**config.mk**
```make
export PLATFORM = sky130hd
export DESIGN_NAME = write_collision_arbiter
export DESIGN_NICKNAME = d
export VERILOG_FILES = /design/src/rtl/write_collision_pkg.sv /design/src/rtl/write_prio_encoder.sv /design/src/rtl/write_collision_arbiter.sv
export SDC_FILE = /design/constraint.sdc
export NUM_CORES = 1
export LEC_CHECK = 0
export BUFFER_PORTS_ARGS = -buffer_cell sky130_fd_sc_hd__clkbuf_2
export CAP_MARGIN = 20
export CELL_PAD_IN_SITES_DETAIL_PLACEMENT = 2
export CELL_PAD_IN_SITES_GLOBAL_PLACEMENT = 2
export CORE_MARGIN = 2
export CORE_UTILIZATION = 30
export DETAILED_ROUTE_END_ITERATION = 8
export PLACE_DENSITY_LB_ADDON = 0.1
export SLEW_MARGIN = 20
export SYNTH_ARGS = -nofsm -noshare
export SYNTH_HDL_FRONTEND = slang
export SYNTH_HIERARCHICAL = 1
export SYNTH_SLANG_ARGS = --single-unit
```
**constraint.sdc**
```tcl
create_clock -name aclk -period 6.5 [get_ports aclk]
set_input_delay 0.325 -clock aclk [delete_from_list [all_inputs] [get_ports aclk]]
set_output_delay 0.325 -clock aclk [all_outputs]
set_load 0.005 [all_outputs]
```
**src/rtl/write_collision_pkg.sv**
```systemverilog
// Shared constants and helpers for the per-cell write-collision arbiter.
package write_collision_pkg;

  localparam int unsigned PRIO_FIXED = 0;
  localparam int unsigned PRIO_RR    = 1;

  // Widest hit vector the helper below accepts; callers zero-extend.
  localparam int unsigned MAX_AGENTS = 64;

  // Two or more bits set iff clearing the lowest set bit leaves something.
  function automatic logic popcount_ge2(input logic [MAX_AGENTS-1:0] hit);
    return (hit & (hit - MAX_AGENTS'(1))) != '0;
  endfunction

  // Pointer width for n agents; never narrower than one bit.
  function automatic int unsigned clog2_min1(input int unsigned n);
    return (n <= 2) ? 1 : $clog2(n);
  endfunction

endpackage

```
**src/rtl/write_prio_encoder.sv**
```systemverilog
// Rotating priority encoder: first set request at or above start, wrapping.
// Duplicating the request vector and masking the lower copy below start
// turns the wrap-around search into a plain lowest-bit-first search.
module write_prio_encoder
  import write_collision_pkg::*;
#(
  parameter int unsigned NB_WRAGENT = 4,
  localparam int unsigned PTR_W = clog2_min1(NB_WRAGENT)
) (
  input  logic [NB_WRAGENT-1:0] req,
  input  logic [PTR_W-1:0]      start,
  output logic [NB_WRAGENT-1:0] grant,
  output logic [PTR_W-1:0]      index
);

  localparam int unsigned DW = 2 * NB_WRAGENT;

  logic [DW-1:0] masked;
  logic          any;
  int unsigned   win;

  // Double-width request with bits below the start pointer removed.
  always_comb begin
    for (int unsigned i = 0; i < DW; i++) begin
      if (i < NB_WRAGENT) masked[i] = req[i] && (i >= 32'(start));
      else                masked[i] = req[i - NB_WRAGENT];
    end
  end

  // Lowest set bit of the masked vector, folded back to an agent index.
  always_comb begin
    any = 1'b0;
    win = 0;
    for (int unsigned i = 0; i < DW; i++) begin
      if (!any && masked[i]) begin
        any = 1'b1;
        win = (i >= NB_WRAGENT) ? i - NB_WRAGENT : i;
      end
    end
  end

  // One-hot form of the winner; all zero when nothing is requested.
  always_comb begin
    for (int unsigned j = 0; j < NB_WRAGENT; j++) begin
      grant[j] = any && (win == j);
    end
  end

  assign index = PTR_W'(win);

endmodule

```
**src/rtl/write_collision_arbiter.sv**
```systemverilog
// Per-cell write-collision detector/resolver with registered one-hot grant,
// saturating collision counter and sticky debug flag.
module write_collision_arbiter
  import write_collision_pkg::*;
#(
  parameter int unsigned ADDR_WIDTH = 8,
  parameter int unsigned NB_WRAGENT = 4,
  parameter int unsigned PRIO_MODE  = 0,
  parameter int unsigned CNT_WIDTH  = 16
) (
  input  logic                             aclk,
  input  logic                             aresetn,
  input  logic [ADDR_WIDTH-1:0]            cell_addr,
  input  logic [NB_WRAGENT-1:0]            wren,
  input  logic [NB_WRAGENT*ADDR_WIDTH-1:0] wraddr,
  input  logic                             clear,
  output logic [NB_WRAGENT-1:0]            wrgrant,
  output logic                             collision,
  output logic [CNT_WIDTH-1:0]             collision_cnt,
  output logic                             collision_sticky
);

  localparam int unsigned PTR_W = clog2_min1(NB_WRAGENT);

  logic [NB_WRAGENT-1:0] hit;
  logic [NB_WRAGENT-1:0] win_gnt;
  logic [PTR_W-1:0]      rr_ptr;
  logic [PTR_W-1:0]      start_ptr;
  logic [PTR_W-1:0]      win_idx;
  logic [PTR_W-1:0]      next_ptr;
  logic                  coll_c;

  // Agents whose enabled write targets this cell.
  always_comb begin
    for (int unsigned i = 0; i < NB_WRAGENT; i++) begin
      hit[i] = wren[i] && (wraddr[i*ADDR_WIDTH +: ADDR_WIDTH] == cell_addr);
    end
  end

  assign coll_c    = popcount_ge2(MAX_AGENTS'(hit));
  assign start_ptr = (PRIO_MODE == PRIO_RR) ? rr_ptr : '0;
  assign next_ptr  = (32'(win_idx) == NB_WRAGENT - 1) ? '0 : win_idx + 1'b1;

  write_prio_encoder #(
    .NB_WRAGENT(NB_WRAGENT)
  ) u_prio (
    .req  (hit),
    .start(start_ptr),
    .grant(win_gnt),
    .index(win_idx)
  );

  // Output registers, round-robin pointer, counter and sticky flag.
  always_ff @(posedge aclk or negedge aresetn) begin
    if (!aresetn) begin
      wrgrant          <= '0;
      collision        <= 1'b0;
      collision_cnt    <= '0;
      collision_sticky <= 1'b0;
      rr_ptr           <= '0;
    end else begin
      wrgrant   <= win_gnt;
      collision <= coll_c;
      if (PRIO_MODE == PRIO_RR && coll_c) rr_ptr <= next_ptr;
      // clear wins over history but never swallows a same-cycle collision
      if (clear) begin
        collision_cnt    <= coll_c ? CNT_WIDTH'(1) : '0;
        collision_sticky <= coll_c;
      end else begin
        if (coll_c && collision_cnt != '1) collision_cnt <= collision_cnt + 1'b1;
        if (coll_c) collision_sticky <= 1'b1;
      end
    end
  end

endmodule

```
==> run_results.csv, run 1 <==
group,metric,value,unit
route,drt_first_iter_violations,47,
cts,path_clk_slew,90,ps
placed_design,placed_cells,323,
route,vias_per_cell,5.01,
cts,cts_root_buffer,"clkbuf_8",
layout,antenna_cells,0,
setup_path,startpoint_type,"register",
layout,nFillCells,661,
synth,synth_warnings,6,
cts,clock-sinks,22,
status,status,"finished, final reports clean",
global_route,grt_pass1_wl,8.32,mm
cts,post-cts-setup-buffers,0,
floorplan,design.die.area,6360,um^2
timing,setup_slack,4050,ps
cts,ctsHoldBuffers,0,
synth,syn_inst,194,
setup_path,crit_required,6640,ps
setup_path,cp-startpoint,"collision_cnt[3]",
route,vias,1639,
timing,slew_violations,0,
layout,nNetsFinal,304,
setup_path,path_depth,7,
setup_path,crit_buf_inv,0,
setup_path,reg2reg_to,"collision_cnt[1]",
floorplan,core,5540,um^2
setup_path,path_class,"register to register",
layout,area_delta_synth_final,22.6,%
floorplan,num_io_pins,69,
setup_path,max_stage_delay,610,ps
route,drc,0,
setup_path,r2r_slack,4050,ps
global_route,overflow,0,
timing,period_needed,2450,ps
cts,tritoncts.num_buffers,3,
global_route,antenna_found_initial,0,
timing,fmax,408,MHz
pwr,seq_power_share,47.8,%
placed_design,post-place-ws,3880,ps
cts,cts_tree,"yes",
placed_design,dp_hpwl,3.96,mm
setup_path,path_delay_family,"simple AND/OR/NAND/NOR gates",
pwr,power_frac_clock,35.1,%
min_path,hp-class,"input pin to async pin",
timing,hold_viol,0,
setup_path,rr_startpoint,"collision_cnt[3]",
synth,synth_area,1720,um^2
cts,htreeDepth,1,
timing,setup_viol,0,
route,postRouteWirelength,4.87,mm
setup_path,reg2reg_depth,7,
placed_design,gp_congestion,0.754,
pwr,p_sw_share,24.6,%
setup_path,crit_arrival,2590,ps
flow_run,max_cap_viol_count,0,
synth,syn_avg_cell_area,8.88,um^2
global_route,grt_max_degree,28,
timing,setup-tns-final,0,ps
setup_path,critPathCapture,"collision_cnt[1]",
layout,drive_gt1_share,34.1,%
floorplan,die_y,79.8,um
cts,cts-resized-gates,0,
layout,instances_no_fill,327,
setup_path,critPathCaptureType,"register",
layout,final_util,38.1,%
floorplan,rows,27,
route,wire_per_inst,14.9,um
pwr,p_switching,70.5,uW
pwr,p_leak,0.000937,uW
global_route,grt.total_usage,16.3,%
timing,fin_crit_sh,37.7,%
setup_path,cp_slowest_cell,"or4_4",
cts,clock_latency,260,ps
floorplan,die_w,79.8,um
route,firstDrtPassIters,4,
placed_design,port_buffers,68,
cts,clockBufferDepth,2,
timing,slew_headroom,61.3,%
setup_path,critPathMaxFanout,27,
pwr,combinationalPowerShare,17.2,%
pwr,intPower,216,uW
floorplan,start_util,31.1,%
pwr,power,286,uW
timing,skew,3.11,ps
timing,max_slew.worst_pin.slew,580,ps
route,ant_nets,0,
global_route,grt_pass1_vias,1775,
timing,rsz0062_at_grt,"false",
setup_path,crit_path_cell_trace,"and4_1 > and3_4 > nand4_1 > or4_4 > nand3b_4 > mux2i_1 > nor2_1",
pwr,p_per_area,136,nW/um^2
pwr,vdd_drop_max,76.9,uV
-- metal layers --
metal	track usage, %	up-vias	part of all wire, %
met1	19.9	792	43
met4	3.05	0	0.74
li1	-	809	-
met5	0	-	0
met3	1.81	2	3.7
met2	30.8	36	52
-- metrics by stage --
step	hold slack (ps)	cell area, um^2
after CTS	70.9	2110
after global routing	80.9	2110
after detailed placement	356	2060
after global placement	350	2060
after floorplan	29.4	1750
final	43.9	2110
-- cells in the final DEF (no fill, tap or decap), types with 2 or more instances in the layout --
cell,instances
a21oi_1,17
clkbuf_2,68
clkbuf_8,4
conb_1,7
dfrtp_1,22
inv_1,5
inv_2,4
nand2_1,10
nand3_1,13
nand4_1,8
nor2_1,4
nor2b_1,2
nor3_1,2
o21ai_0,2
o21ai_1,6
o221a_2,2
o31ai_1,7
or3_1,7
or3_4,4
or4_1,7
xnor2_1,32
-- worst min path at each step --
| stage | slack, ps | end | start |
|---|---|---|---|
| floorplan | 30 | collision | aresetn |
| global placement | 350 | collision_cnt[13] | aresetn |
| detailed placement | 360 | collision_cnt[13] | aresetn |
| CTS | 70 | collision_cnt[13] | aresetn |
| global route | 80 | collision_cnt[11] | aresetn |
| finish | 40 | collision_cnt[13] | aresetn |
-- sequential cells by signal (all words and copies together), names as in the netlist --
register / cells
collision_sticky: 1
collision_cnt: 16
wrgrant: 4
collision: 1
-- power by group through the flow --
| stage | logic [uW] | registers [uW] | clock network [uW] |
|---|---|---|---|
| 2_1_floorplan | 30.6 | 140 | 0 |
| 3_3_place_gp | 49.4 | 140 | 0 |
| 3_5_place_dp | 50.2 | 140 | 0 |
| 4_1_cts | 50.4 | 137 | 102 |
| 5_1_grt | 55.6 | 137 | 110 |
| 6_report | 49.2 | 137 | 100 |
-- area by class of cell --
cell class,instances,area [um^2],area share [%]
Multi-Input combinational cell,152,1040,49.3
Tap cell,72,90.1,4.27
Sequential cell,22,551,26.1
Timing Repair Buffer,68,340,16.1
Inverter,9,33.8,1.60
Clock buffer,4,55.1,2.61
No activity file was read; power rests on OpenSTA's default activity.
==> inputs of run 2 (changes only) <==
CORE_UTILIZATION = 28   (was 30)
clock period = 2.4 ns   (was 6.5 ns; I/O delays follow)
==> run 2 against run 1 <==
  * Global-route usage grew 0.13 points
  * Cell area grew 4.6%
  * Highest routed layer unchanged
  * Worst hold slack gained 240 ps
  * Wire length up 6.8%
  * Largest cell class unchanged
  * Die area is 6.8% higher
  * Sequential power grew to 2.7 times the previous value
  * Largest power group unchanged
  * Non-clock buffer count increased by 14
  * Via count grew 5.1%
  * Critical path depth stayed put
  * Power grew to 2.6 times the previous value
==> run_results.csv, run 2 (synthesis gave the netlist of run 1 again) <==
group,metric,value,unit
status,status,"finished, final reports clean",
cts,cts_root_buffer,"clkbuf_8",
setup_path,crit_arrival,2360,ps
timing,fin_crit_sh,92.4,%
floorplan,start_util,29.1,%
pwr,combinationalPowerShare,18.5,%
timing,period_needed,2220,ps
placed_design,dp_hpwl,4.28,mm
timing,fmax,451,MHz
layout,nFillCells,698,
global_route,use_met3,1.20,%
layout,nNetsFinal,318,
floorplan,die_y,82.4,um
setup_path,critPathMaxFanout,27,
global_route,grt_max_degree,28,
pwr,p_per_area,334,nW/um^2
setup_path,critPathCaptureType,"register",
placed_design,port_buffers,68,
layout,final_common_cell,"clkbuf_2",
route,vias_per_cell,5.02,
pwr,power_frac_clock,31.3,%
flow_run,max_cap_viol_count,0,
timing,slew_violations,0,
layout,largest_reg_flops,16,
pwr,p_leak,0.00100,uW
pwr,p_sw_share,25.3,%
placed_design,placed_cells,339,
global_route,grt_pass1_vias,1867,
cts,path_clk_slew,80,ps
global_route,overflow,0,
cts,htreeDepth,1,
global_route,grt.total_usage,16.4,%
cts,clockBufferDepth,2,
floorplan,core,5920,um^2
timing,max_slew.worst_pin.slew,588,ps
placed_design,gp_congestion,0.774,
layout,final_cell_mix,"clkbuf_2 (68), xnor2_1 (32), dfrtp_1 (22), a21oi_1 (17)",
route,drt_first_iter_violations,54,
cts,cts-resized-gates,0,
setup_path,path_class,"register to register",
global_route,antenna_found_initial,0,
setup_path,crit_path_cell_trace,"and4_1 > and3_4 > nand4_1 > or4_4 > nand3b_4 > mux2i_1 > nor2_1",
pwr,p_switching,186,uW
timing,hold_slack,287,ps
pwr,seq_power_share,50.2,%
setup_path,cp_slowest_cell,"or4_4",
floorplan,die_w,82.4,um
placed_design,post-place-ws,-27.0,ps
global_route,met2_usage,31.5,%
setup_path,crit_required,2540,ps
layout,area_delta_synth_final,28.2,%
cts,ctsHoldBuffers,1,
setup_path,path_delay_family,"simple AND/OR/NAND/NOR gates",
floorplan,design.die.area,6800,um^2
pwr,vdd_drop_max,162,uV
layout,top_register,"collision_cnt",
pwr,intPower,552,uW
route,postRouteWirelength,5.20,mm
route,drc,0,
timing,slew_headroom,60.8,%
route,firstDrtPassIters,4,
global_route,busiest_layer,"met2",
timing,setup-tns-final,0,ps
cts,tritoncts.num_buffers,3,
setup_path,startpoint_type,"register",
global_route,grt_pass1_wl,8.59,mm
timing,hold_viol,0,
setup_path,max_stage_delay,610,ps
cts,clock-sinks,22,
route,vias,1723,
global_route,grt_use_met1,19.4,%
timing,setup_slack,181,ps
cts,cts_tree,"yes",
layout,antenna_cells,0,
setup_path,crit_buf_inv,0,
floorplan,rows,28,
cts,post-cts-setup-buffers,0,
layout,top_regs,"collision_cnt: 16 flops, wrgrant: 4 flops",
floorplan,num_io_pins,69,
min_path,hp-class,"input pin to register",
timing,setup_viol,0,
route,wire_per_inst,15.2,um
timing,skew,4.63,ps
timing,rsz0062_at_grt,"false",
route,ant_nets,0,
layout,drive_gt1_share,36.9,%
layout,instances_no_fill,343,
cts,clock_latency,260,ps
run 2: layer usage:
layer  wire [um]  share of wire [%]
met3         152                2.9
met2        2830                 54
met4          40               0.77
met5           0                  0
met1        2180                 42
run 2: per-stage QoR:
stage / utilization [%] / power [uW] / instance area [um^2]
finish: 37.3 / 738 / 2210
global route: 37.3 / 780 / 2210
CTS: 37.3 / 749 / 2210
detailed placement: 36.5 / 516 / 2160
global placement: 36.5 / 514 / 2160
floorplan: - / 461 / 1750
run 2: path summary, 6_finish.rpt:
check,from,to,slack (ps),cells after the start
max,collision_cnt[3],collision_cnt[1],180,7
min reg2reg,collision_sticky,collision_sticky,510,1
max reg2reg,collision_cnt[3],collision_cnt[1],180,7
min,clear,collision_cnt[14],290,2
min in group asynchronous,aresetn,collision_cnt[13],390,2
max in group asynchronous,aresetn,wrgrant[1],1620,2
run 2: area by class of cell:
type | instances | area (um^2) | share of cell area [%]
flip-flops and latches | 22 | 551 | 24.9
inverters | 9 | 33.8 | 1.53
multi-input cells | 152 | 1040 | 47.2
clock buffers | 3 | 41.3 | 1.87
repair buffers | 82 | 448 | 20.3
well taps | 75 | 93.8 | 4.25
run 2: power by group through the flow:
stage                     sequential, uW  clock, uW  combinational, uW
after floorplan                      378          0               82.8
after global placement               378          0                136
after CTS                            371        239                140
final                                371        231                137
after detailed placement             378          0                138
after global routing                 371        256                154
==> inputs of run 3 (changes only) <==
ABC_AREA = 1   (was not set)
CORE_UTILIZATION = 26   (was 28)
==> run 3 against run 2 <==
  * First-iteration DRC count down 5.6%
  * Synthesized area increased by 29%
  * Critical endpoint is now collision_cnt[8]
  * Via count up 47%
  * Clock power up 59%
  * Worst hold slack improved by 66 ps
  * Largest power group unchanged
  * Critical path depth rose by 3
  * Setup slack gained 230 ps
  * Non-clock buffer count decreased by 8
  * Synthesized cell count up 90%
  * Sequential share of layout area fell by 5.2 points
  * Sequential cell count unchanged
==> run_results.csv, run 3 <==
group,metric,value,unit
status,status,"finished, final reports clean",
placed_design,placed_cell_area,2690,um^2
timing,max_slew.worst_pin.slew,711,ps
timing,fmax,502,MHz
min_path,hp-class,"input pin to register",
cts,cts_root_buffer,"clkbuf_8",
synth,synth_warnings,6,
layout,area_delta_synth_final,25.6,%
timing,setup_slack,409,ps
pwr,p_per_area,334,nW/um^2
route,postRouteWirelength,7.93,mm
cts,clock-sinks,22,
global_route,overflow,0,
route,wire_per_inst,14.4,um
placed_design,gp_congestion,0.804,
timing,slew_violations,0,
setup_path,rr_startpoint,"collision_cnt[0]",
layout,largest_reg_flops,16,
placed_design,port_buffers,68,
layout,finalInstanceArea,2790,um^2
route,vias_per_cell,4.62,
route,ant_nets,0,
layout,final_common_cell,"nand2_1",
floorplan,start_util,26.9,%
placed_design,post-place-ws,175,ps
setup_path,critPathCapture,"collision_cnt[8]",
timing,slew_headroom,52.5,%
setup_path,reg2reg_depth,10,
timing,hold_slack,353,ps
placed_design,dp_hpwl,6.63,mm
layout,top_register,"collision_cnt",
timing,period_needed,1990,ps
setup_path,reg2reg_to,"collision_cnt[8]",
global_route,grt_max_degree,23,
floorplan,design.die.area,9300,um^2
cts,tritoncts.num_buffers,3,
cts,clockBufferDepth,2,
layout,drive_gt1_share,25.7,%
layout,antenna_cells,0,
route,firstDrtPassIters,4,
cts,path_clk_slew,90,ps
global_route,grt_pass1_vias,2701,
global_route,antenna_found_initial,0,
synth,syn_avg_cell_area,6.04,um^2
floorplan,die_w,96.4,um
layout,final_cell_mix,"nand2_1 (124), clkbuf_2 (68), nor2_1 (49), inv_1 (46), nand3_1 (36)",
floorplan,die_y,96.4,um
setup_path,cp-startpoint,"collision_cnt[0]",
cts,cts_tree,"yes",
synth,synth_area,2220,um^2
timing,fin_crit_sh,83.0,%
global_route,grt.total_usage,18.4,%
setup_path,crit_required,2610,ps
route,vias,2539,
setup_path,r2r_slack,410,ps
setup_path,crit_arrival,2200,ps
layout,top_regs,"collision_cnt: 16 flops, wrgrant: 4 flops",
setup_path,critPathMaxFanout,14,
layout,final_util,33.8,%
timing,hold_viol,0,
global_route,grt_pass1_wl,13.3,mm
setup_path,startpoint_type,"register",
timing,rsz0062_at_grt,"false",
cts,clock_latency,280,ps
min_path,worstHoldStart,"clear",
flow_run,max_cap_viol_count,0,
timing,setup_viol,0,
cts,htreeDepth,1,
layout,nNetsFinal,493,
pwr,p_leak,0.00160,uW
synth,syn_inst,368,
floorplan,num_io_pins,69,
route,drc,0,
timing,setup-tns-final,0,ps
floorplan,core,8260,um^2
setup_path,path_class,"register to register",
timing,skew,7.73,ps
floorplan,rows,33,
route,drt_first_iter_violations,51,
setup_path,critPathCaptureType,"register",
pwr,vdd_drop_max,197,uV
[run 3: changes by cell type in the layout (fill, tap and decap cells not counted), sizes merged, moves of 3 or more]
cell,change
a21oi,-17
buf,-8
inv,+44
nand2,+135
nand3,+25
nor2,+51
nor3,+6
o21ai,-3
o31ai,-7
or3,-11
or4,-8
xnor2,-25
xor2,+10
[run 3: worst min path at each step]
stage	endpoint	slack (ps)	cells after the start
after floorplan	collision	-180	0
after global placement	collision_cnt[3]	160	1
after detailed placement	collision_cnt[4]	170	1
after CTS	collision_cnt[15]	360	5
after global routing	collision_cnt[5]	380	5
final	collision_cnt[3]	350	5
[run 3: through the flow]
| stage | std cells | total power [uW] |
|---|---|---|
| floorplan | 372 | 484 |
| global placement | 542 | 570 |
| detailed placement | 542 | 576 |
| CTS | 547 | 949 |
| global route | 549 | 990 |
| finish | 549 | 932 |
[run 3: worst max-delay path, cell delays in order, from the launching register on]
cell and delay [ps]:
dfrtp_1 470, ha_1 280, nand2_1 120, nor3_4 190
nand2_1 90, nor2_1 90, nand4_1 160, nand3_4 130
buf_4 210, nand3_1 90, nand2_1 110
[run 3: area by class of cell]
cell class | instances | area [um^2]
clock buffers | 3 | 41.3
clock inverters | 1 | 30.0
fillers | 1071 | 5470
inverters | 53 | 199
multi-input cells | 291 | 1450
flip-flops and latches | 22 | 551
well taps | 105 | 131
repair buffers | 74 | 388
[run 3: routing by layer]
layer  share of wire [%]  wire, um  vias up  global-route usage (%)
met5                   0         0        -                       0
met4                 1.0        80        0                    3.52
met3                 3.3       263        7                    2.02
met2                  53      4200       46                    35.5
met1                  43      3390     1213                    21.9
li1                    -         -     1273                       -
[run 3: power breakdown]
part | switching (uW) | leakage, uW | internal, uW
sequential | 0.241 | 0.000307 | 371
combinational | 121 | 0.00126 | 72.0
clock | 144 | 0.0000357 | 223
total | 265 | 0.00160 | 667
[run 3: what timing repair did]
action,4_1_cts,5_1_grt
hold endpoints to repair,22,0
setup buffers,0,2
setup endpoints to repair,0,14
hold buffers,1,0
resized for setup,0,1
